[config.mk]
export PLATFORM = sky130hd
export DESIGN_NAME = parity_check_arbiter
export DESIGN_NICKNAME = d
export VERILOG_FILES = /design/src/rtl/parity_check_arbiter.sv
export SDC_FILE = /design/constraint.sdc
export NUM_CORES = 1
export LEC_CHECK = 0
export ABC_CLOCK_PERIOD_IN_PS = 1900
export BUFFER_PORTS_ARGS = -buffer_cell sky130_fd_sc_hd__buf_2
export CAP_MARGIN = 20
export CORE_ASPECT_RATIO = 0.6
export CORE_MARGIN = 2
export CORE_UTILIZATION = 47
export CTS_BUF_LIST = sky130_fd_sc_hd__clkbuf_16
export DETAILED_ROUTE_END_ITERATION = 12
export GPL_TIMING_DRIVEN = 0
export PLACE_DENSITY = 0.79
export SLEW_MARGIN = 20
export SYNTH_ARGS = -nofsm -noshare
export SYNTH_HDL_FRONTEND = slang
export SYNTH_SLANG_ARGS = --single-unit
[constraint.sdc]
create_clock -name clk -period 1.9 [get_ports clk]
set_input_delay 0.285 -clock clk [delete_from_list [all_inputs] [get_ports clk]]
set_output_delay 0.285 -clock clk [all_outputs]
set_load 0.03 [all_outputs]
[src/rtl/parity_check_arbiter.sv]
// Round-robin scheduler that shares one external even-parity checker among
// NREQ requesters. Each accepted word is driven to the checker for one cycle.
// The checker's error flag is captured and returned as a tagged result.
// A saturating error counter is kept alongside.
module parity_check_arbiter #(
  parameter int unsigned NREQ = 4,
  parameter int unsigned DW   = 5,
  parameter int unsigned CNTW = 8
) (
  input  logic                    clk,
  input  logic                    rst,
  input  logic [NREQ-1:0]         req_valid,
  input  logic [NREQ*DW-1:0]      req_data,
  output logic [NREQ-1:0]         req_ready,
  output logic [DW-1:0]           chk_data,
  input  logic                    chk_err,
  output logic                    res_valid,
  input  logic                    res_ready,
  output logic [$clog2(NREQ)-1:0] res_id,
  output logic                    res_err,
  output logic [CNTW-1:0]         err_cnt,
  input  logic                    err_clr
);

  localparam int unsigned     IDW      = $clog2(NREQ);
  localparam logic [IDW-1:0]  LAST_RST = IDW'(NREQ - 1);
  localparam logic [CNTW-1:0] CNT_MAX  = '1;

  typedef enum logic [1:0] {
    IDLE   = 2'd0,
    CHECK  = 2'd1,
    REPORT = 2'd2
  } state_e;

  state_e          state_q, state_d;
  logic [IDW-1:0]  last_grant_q, last_grant_d;
  logic [DW-1:0]   chk_data_q, chk_data_d;
  logic [IDW-1:0]  res_id_q, res_id_d;
  logic            res_err_q, res_err_d;
  logic            res_valid_q, res_valid_d;
  logic [CNTW-1:0] err_cnt_q, err_cnt_d;

  logic [DW-1:0]   words [NREQ];
  logic [IDW-1:0]  cand;
  logic            grant_vld;
  logic [IDW-1:0]  grant_idx;
  logic [NREQ-1:0] grant_oh;

  // Unpack the flat request bus into one word per requester
  for (genvar gi = 0; gi < NREQ; gi++) begin : g_words
    assign words[gi] = req_data[gi*DW +: DW];
  end

  // Round-robin pick: first valid requester after the last one served
  always_comb begin
    grant_vld = 1'b0;
    grant_idx = '0;
    cand      = '0;
    for (int unsigned k = 1; k <= NREQ; k++) begin
      cand = IDW'((32'(last_grant_q) + k) % NREQ);
      if (!grant_vld && req_valid[cand]) begin
        grant_vld = 1'b1;
        grant_idx = cand;
      end
    end
  end

  // Next-state and accept-strobe decode
  always_comb begin
    state_d      = state_q;
    last_grant_d = last_grant_q;
    chk_data_d   = chk_data_q;
    res_id_d     = res_id_q;
    res_err_d    = res_err_q;
    res_valid_d  = res_valid_q;
    err_cnt_d    = err_cnt_q;
    grant_oh     = '0;

    case (state_q)
      IDLE: begin
        if (grant_vld) begin
          grant_oh[grant_idx] = 1'b1;
          chk_data_d          = words[grant_idx];
          res_id_d            = grant_idx;
          state_d             = CHECK;
        end
      end
      CHECK: begin
        res_err_d   = chk_err;
        res_valid_d = 1'b1;
        if (chk_err && (err_cnt_q != CNT_MAX)) begin
          err_cnt_d = err_cnt_q + CNTW'(1);
        end
        state_d = REPORT;
      end
      REPORT: begin
        if (res_ready) begin
          res_valid_d  = 1'b0;
          last_grant_d = res_id_q;
          state_d      = IDLE;
        end
      end
      default: begin
        res_valid_d = 1'b0;
        state_d     = IDLE;
      end
    endcase

    // Clear takes priority over a coincident increment
    if (err_clr) begin
      err_cnt_d = '0;
    end
  end

  // State and result registers
  always_ff @(posedge clk or posedge rst) begin
    if (rst) begin
      state_q      <= IDLE;
      last_grant_q <= LAST_RST;
      chk_data_q   <= '0;
      res_id_q     <= '0;
      res_err_q    <= 1'b0;
      res_valid_q  <= 1'b0;
      err_cnt_q    <= '0;
    end else begin
      state_q      <= state_d;
      last_grant_q <= last_grant_d;
      chk_data_q   <= chk_data_d;
      res_id_q     <= res_id_d;
      res_err_q    <= res_err_d;
      res_valid_q  <= res_valid_d;
      err_cnt_q    <= err_cnt_d;
    end
  end

  // Accept strobe is suppressed while reset is held
  assign req_ready = rst ? '0 : grant_oh;
  assign chk_data  = chk_data_q;
  assign res_id    = res_id_q;
  assign res_err   = res_err_q;
  assign res_valid = res_valid_q;
  assign err_cnt   = err_cnt_q;

endmodule

# Word level (Yosys, flattened, before mapping)
# Cells that the tools add are included.
classes:
  n_eq_ne: 5
  reduce_logical: 16
  addsub: 5
  n_mux: 32
  n_bitwise: 2
  n_lt_le_gt_ge: 7
op_table:
  columns: ["operator", "n"]
  rows:
  - ["$mux W8", 3]
  - ["$lt A2 B3 Y1 const B", 5]
  - ["$mux W2", 6]
  - ["$mux W4", 3]
  - ["$bmux W5 S2", 1]
  - ["$mux W1", 10]
  - ["$mux W5", 2]
  - ["$reduce_and A2 Y1", 5]
  - ["$add A8 B1 Y8 const B", 1]
  - ["$bmux W1 S2", 4]
  - ["$ne A8 B8 Y1 const B", 1]
  - ["$pmux W2 S3", 1]
  - ["$logic_and A1 B1 Y1", 5]
  - ["$add A2 B1 Y2 const B", 2]
  - ["$add A2 B2 Y2 const B", 2]
  - ["$ne A2 B2 Y1 const B", 2]
  - ["$reduce_bool A2 Y1", 2]
  - ["$ge A3 B3 Y1 const B", 1]
  - ["$logic_not A1 Y1", 3]
  - ["$not A2 Y3", 1]
  - ["$pmux W1 S3", 1]
  - ["$demux W1 S2", 1]
  - ["$eq A2 B1 Y1 const B", 1]
  - ["$eq A2 B2 Y1 const B", 1]
  - ["3 further kinds", 3]
word_totals:
  reg_bits: 21
  inputBits: 29

# Longest topological paths before layout
logic_depth:
  ltp_word: 20
  depth_mapped: 7

# Least setup slack after synthesis
# OpenSTA, ideal clock, no wires.
synth_path:
  path_kind: "register -> output"
  start: "register last_grant_q[0]"
  end: "output req_ready[2]"
  t_arrival_ps: 1961
  path_buffers: 2
  required_ps: 1615
  path_stages_with_launch: 7
  path_slack_ps: -346
  cell_sequence: "dfstp_2 > nand2b_1 > a21bo_2 > and3_1 > buf_6 > buf_12 > nor3b_1"
synth_via:
  elab_chain_cells: 20
  word_cells_on_any_way: 34
  cone_classes: "add/sub: 4; order compare: 2; mux: 21; reduce/logical: 7"
synth_lines:
  columns: ["element", "line_no", "rtl"]
  rows:
  - ["start, declared", "36", "logic [IDW-1:0] last_grant_q, last_grant_d;"]
  - ["start signal, assigned", "127", "last_grant_q <= last_grant_d;"]
  - ["$add A2 B1 Y2", "60", "cand = IDW'((32'(last_grant_q) + k) % NREQ);"]
  - ["$bmux W1 S2", "61", "if (!grant_vld && req_valid[cand]) begin"]
  - ["$mux W1 (not written as such)", "61", null]
  - ["$mux W1", "61", null]
  - ["$logic_not A1 Y1", "61", null]
  - ["$logic_and A1 B1 Y1", "61", null]
  - ["$mux W1", "61", null]
  - ["$logic_not A1 Y1", "61", null]
  - ["[4 not listed]", null, null]
  - ["$mux W2", "61", null]
  - ["$lt A2 B3 Y1 (not written as such) / $ge A2 B1 Y1 (equally long branches)", "82", "grant_oh[grant_idx] = 1'b1;"]
  - ["$logic_and A1 B1 Y1 (not written as such)", "82", null]
  - ["$mux W1 (not written as such)", "82", null]
  - ["$demux W1 S2", "82", null]
  - ["$mux W4 *", "81", "if (grant_vld) begin"]
  - ["$mux W4 *", "79", "case (state_q)"]
  - ["$mux W4 *", "137", "assign req_ready = rst ? '0 : grant_oh;"]
  - ["end, declared", "14", "output logic [NREQ-1:0] req_ready,"]
# Every way passes the cells marked *; elsewhere a longest branch is shown, timed or not. The select of a mux whose other input is x is not followed.

# Worst setup path in the final report
layout_path:
  start: "register last_grant_q[0]"
  end: "output req_ready[1]"
# Same word-level chain as after synthesis.

==> reports/results.env <==
SETUP_VIOL_COUNT_FINAL=4
ROUTED_WL_UM=3290
CRITICALPATHCATEGORY='reg -> out'
MIN_DELAY_WORST_TYPE='in -> async'
R2R.WORST_PATH.CELLS=7
FIN_SKEW_PS=1.77
PLACE.DETAILED.HPWL_UM=2350
GLOBALROUTEOVERFLOWTOTAL=0
STD_CELL_ROWS=14
MAXSLEWHEADROOM_PCT=45.9
DETAILEDPLACE.WORSTSLACK_PS=-122
PWR_DENSITY_CELL_nW_PER_UM2=1420
CTS_TREE='done'
WORST-PATH-MAX-FANOUT=4
CELL_CHAIN_CRITICAL_PATH='nand2b_4, a311oi_4, nor2b_2, nand2_1, nor2_2, buf_6'
CP_SLOWEST_STAGE_DELAY_PS=560
TOTAL_SWITCHING_POWER_uW=996
MAX_FREQ_MHz=498
FINAL_HOLD_VIOL_COUNT=0
NUMBER_OF_GLOBAL_ROUTE_VIAS_BEFORE_REPAIR=1052
FAILED_CHECKS='setup timing'
SYN_AREA_PER_CELL_SQ_UM=9.62
CLK_PIN_SLEW_WORST_PATHS_PS=50
POWER_FRAC_CLOCK_PCT=17.8
WIRE_LENGTH_OF_THE_FIRST_GLOBAL_ROUTING_PASS_UM=4890
CHIPHEIGHT_UM=43.2
SOURCE_TO_SINK_CLOCK_DELAY_AT_THE_LATER_PIN_OF_THE_WORST_SKEW_PAIR_PS=250
GRTUSAGETOTAL_PCT=21.3
INSERTEDDIODECOUNT=0
SEQUENTIAL_FRACTION_OF_DESIGN_POWER_PCT=30.2
FINAL_MAX_SLEW_VIOL_COUNT=0
COMBPWRFRAC_PCT=52.1
POWER_REPORT.INTERNAL_TOTAL_uW=1420
SHARE_OF_THE_YOSYS_CHIP_AREA_BELONGING_TO_REGISTERS_PCT=43.9
ROUTABILITY_CONGESTION_ESTIMATE_FROM_GLOBAL_PLACEMENT=0.830
RSZ0062_AT_GRT='yes'
SYNTHDOMINANTCELLAREASHARE_PCT=39.5
P_TOTAL_uW=2420
CRITICAL_PATH_REQUIRED_PS=1620
IR_DROP_mV=0.971
POSTSYNTHNETCOUNT=155
FLOORPLAN.CORE_AREA_SQ_UM=2470
ROUTED-VIA-COUNT=1156
ROUTED_VIA_DENSITY=5.25
NUM_IO_PINS=50
POST_ROUTE_SETUP_SLACK_PS=-109
CTS_ROOT_BUFFER='sky130_fd_sc_hd__clkbuf_16'
SYN_INST=125
YOSYSTOPAREACELL='sky130_fd_sc_hd__dfrtp_1'
CRIT_ARRIVAL_PS=1720
STATUS='finished, violations left'
CRIT_PATH_END_KIND='primary output'
STARTPOINT_OF_THE_LOWEST_SLACK_REGISTER_TO_REGISTER_PATH='last_grant_q[1]'
CTS_BUFFERS=3
POST_ROUTE_CELLS_DRIVE_ABOVE_1_SHARE_PCT=45.2
SYNTH-WARNING-COUNT=0
CRITICAL_PATH_DEPTH=6
CTS_BUFFER_DEPTH=2
GRT_START_MAX_NET_PINS=24
SYNTH-SEQ-CELLS=21
NETLIST_AREA_SQ_UM=1200
DRT_FIRST_ITER_VIOLATIONS=57
MINIMUM_CLOCK_PERIOD_AFTER_LAYOUT_PS=2010
POST_ROUTE_CLOCK_PERIOD_UTILIZATION_PCT=106
FLOORPLAN.DIE_AREA_SQ_UM=2990
STATIC-LEAKAGE-POWER_uW=0.000829
PLACE.PORT_BUFFERS=48
AVGROUTEDWIREPERCELL_UM=14.9
TIMING.MAX_CAP.VIOLATIONS=0
AREAGROWTHSYNTHTOFINISH_PCT=41.6
FINAL_ANTENNA_NET_COUNT=0
DRC=0
CTS.SINKS=21
DPL_CELL_AREA_SQ_UM=1490
POSTLAYOUTCELLAREA_SQ_UM=1700
DRT_PASS1_ITERATIONS=4
WORSTSETUPSTARTPOINTTYPE='register'
WORST_SETUP_PATH_STARTPOINT='last_grant_q[0]'
SWITCHING_SHARE_PCT=41.1
CRITICAL_PATH_BUF_INV_COUNT=1
STARTING_DENSITY_OF_THE_CORE_PCT=48.7
CPLARGESTDELAYFAMILY='simple AND/OR/NAND/NOR gates'
FINAL_CORE_UTILIZATION_PCT=68.9
CTS.HTREE.LEVELS=1
COUNT_OF_DIFFERENT_CELL_MASTERS_AFTER_SYNTHESIS=39
GRT_ANTENNA_BEFORE_REPAIR=0
FIN_WORST_HOLD_SLACK_PS=218
FINAL_NET_COUNT=219
CHIPWIDTH_UM=69.3
TIMING_WORST_SLEW_PIN_VALUE_PS=810
CRITICAL_PATH.SLOWEST_CELL='sky130_fd_sc_hd__dfstp_2'
YOSYS-TOP-CELLS-AREA='sky130_fd_sc_hd__dfrtp_1 (40%), sky130_fd_sc_hd__nor2_1 (5.6%), sky130_fd_sc_hd__a211oi_2 (5.2%)'
layer usage:
metal  share of wire (%)  GRT usage, %
met4                0.97          4.71
met2                  48          34.4
met3                 4.4          4.99
met5                   0             0
met1                  47          29.5
cells in the mapped netlist:
master	count
sky130_fd_sc_hd__ha_1	1
sky130_fd_sc_hd__nand3_1	2
sky130_fd_sc_hd__a211oi_2	5
sky130_fd_sc_hd__o211ai_1	1
sky130_fd_sc_hd__nor3_1	4
sky130_fd_sc_hd__a21o_1	2
sky130_fd_sc_hd__buf_6	1
sky130_fd_sc_hd__buf_2	1
sky130_fd_sc_hd__mux2_2	1
sky130_fd_sc_hd__a211oi_1	5
sky130_fd_sc_hd__nor2b_1	1
sky130_fd_sc_hd__xor2_1	1
sky130_fd_sc_hd__dfstp_2	2
sky130_fd_sc_hd__a311oi_1	1
sky130_fd_sc_hd__o21a_1	1
sky130_fd_sc_hd__or3_1	1
sky130_fd_sc_hd__buf_1	1
sky130_fd_sc_hd__nand2_1	4
sky130_fd_sc_hd__o21ai_1	2
sky130_fd_sc_hd__nand2b_1	6
sky130_fd_sc_hd__or2_0	1
sky130_fd_sc_hd__nand3b_1	1
sky130_fd_sc_hd__buf_12	1
sky130_fd_sc_hd__and3b_1	1
sky130_fd_sc_hd__a21bo_2	1
sky130_fd_sc_hd__a31oi_1	5
sky130_fd_sc_hd__dfrtp_1	19
sky130_fd_sc_hd__and3_2	1
sky130_fd_sc_hd__nand4_1	1
sky130_fd_sc_hd__nand2_2	1
sky130_fd_sc_hd__a21oi_1	2
sky130_fd_sc_hd__xnor2_1	5
sky130_fd_sc_hd__and3_1	2
sky130_fd_sc_hd__nor2_1	18
sky130_fd_sc_hd__mux2i_1	6
sky130_fd_sc_hd__nor4_1	1
sky130_fd_sc_hd__o21ai_0	5
sky130_fd_sc_hd__nor3b_1	2
sky130_fd_sc_hd__inv_1	9
layout by cell type (no fill, tap or decap), types with 2 or more instances in the layout:
cell type	netlist	routed
sky130_fd_sc_hd__a211oi_1	5	5
sky130_fd_sc_hd__a211oi_2	5	5
sky130_fd_sc_hd__a21o_1	2	2
sky130_fd_sc_hd__a21oi_1	2	2
sky130_fd_sc_hd__a31oi_1	5	5
sky130_fd_sc_hd__buf_2	1	44
sky130_fd_sc_hd__buf_4	0	15
sky130_fd_sc_hd__buf_6	1	2
sky130_fd_sc_hd__clkbuf_16	0	3
sky130_fd_sc_hd__dfrtp_1	19	19
sky130_fd_sc_hd__dfstp_2	2	2
sky130_fd_sc_hd__inv_1	9	10
sky130_fd_sc_hd__mux2i_1	6	6
sky130_fd_sc_hd__nand2_1	4	4
sky130_fd_sc_hd__nand2b_1	6	5
sky130_fd_sc_hd__nand3_1	2	2
sky130_fd_sc_hd__nor2_1	18	17
sky130_fd_sc_hd__nor3_1	4	2
sky130_fd_sc_hd__nor3_2	0	2
sky130_fd_sc_hd__nor3b_2	0	2
sky130_fd_sc_hd__o21ai_0	5	5
sky130_fd_sc_hd__o21ai_1	2	2
sky130_fd_sc_hd__xnor2_1	5	5
path summary, 6_finish.rpt:
kind                           endpoint  slack, ps
max in group asynchronous    err_cnt[4]       1180
setup / recovery           req_ready[1]       -110
hold / removal               state_q[0]        220
hold reg to reg                 res_err        490
min in group clk             state_q[1]        270
setup reg to reg            chk_data[0]        180
flip-flops by register name (all words and copies together) (netlist names):
name,count
res_id,2
res_valid,1
err_cnt,8
chk_data,5
res_err,1
last_grant_q,2
state_q,2
power groups by stage:
stage | Clock (uW) | Combinational (uW) | Sequential (uW)
final | 430 | 1260 | 730
after global routing | 466 | 1340 | 747
after CTS | 438 | 1200 | 718
after detailed placement | 0 | 1050 | 725
after global placement | 0 | 1020 | 716
after floorplan | 0 | 577 | 911
logic make-up (layout without fill, tap and decap cells):
family                     Yosys count  after routing  synth area share, %
AOI/OAI and AO/OA                   30             30                 18.7
xor gates and xnor gates             6              6                 4.37
adders and majority gates            1              1                 1.04
buffers and inverters               13             76                 6.14
DFF                                 21             21                 43.9
muxes                                7              7                 5.93
and+or+nand+nor                     47             47                 19.9
timing repair:
action,in CTS,in global routing
pin swaps,3,2
hold buffers,0,0
gates resized for setup,10,6
endpoints found under the setup margin,4,4
buffers inserted,10,3
final cells by class:
type | instances | area [sq um]
clock inverter | 1 | 3.75
tap | 32 | 40.0
clock buffer | 3 | 75.1
sequential | 21 | 528
timing repair buffer | 61 | 355
inverter | 9 | 33.8
fill | 183 | 767
multi-input combinational | 91 | 656
buffer | 2 | 11.3
metrics by stage:
step                      instances  TNS (ps)
after global placement          205      -158
after CTS                       218      -199
after detailed placement        205      -375
after floorplan                 125     -73.4
final                           220      -223
after global routing            220      -455
No activity file was read; power rests on OpenSTA's default activity.
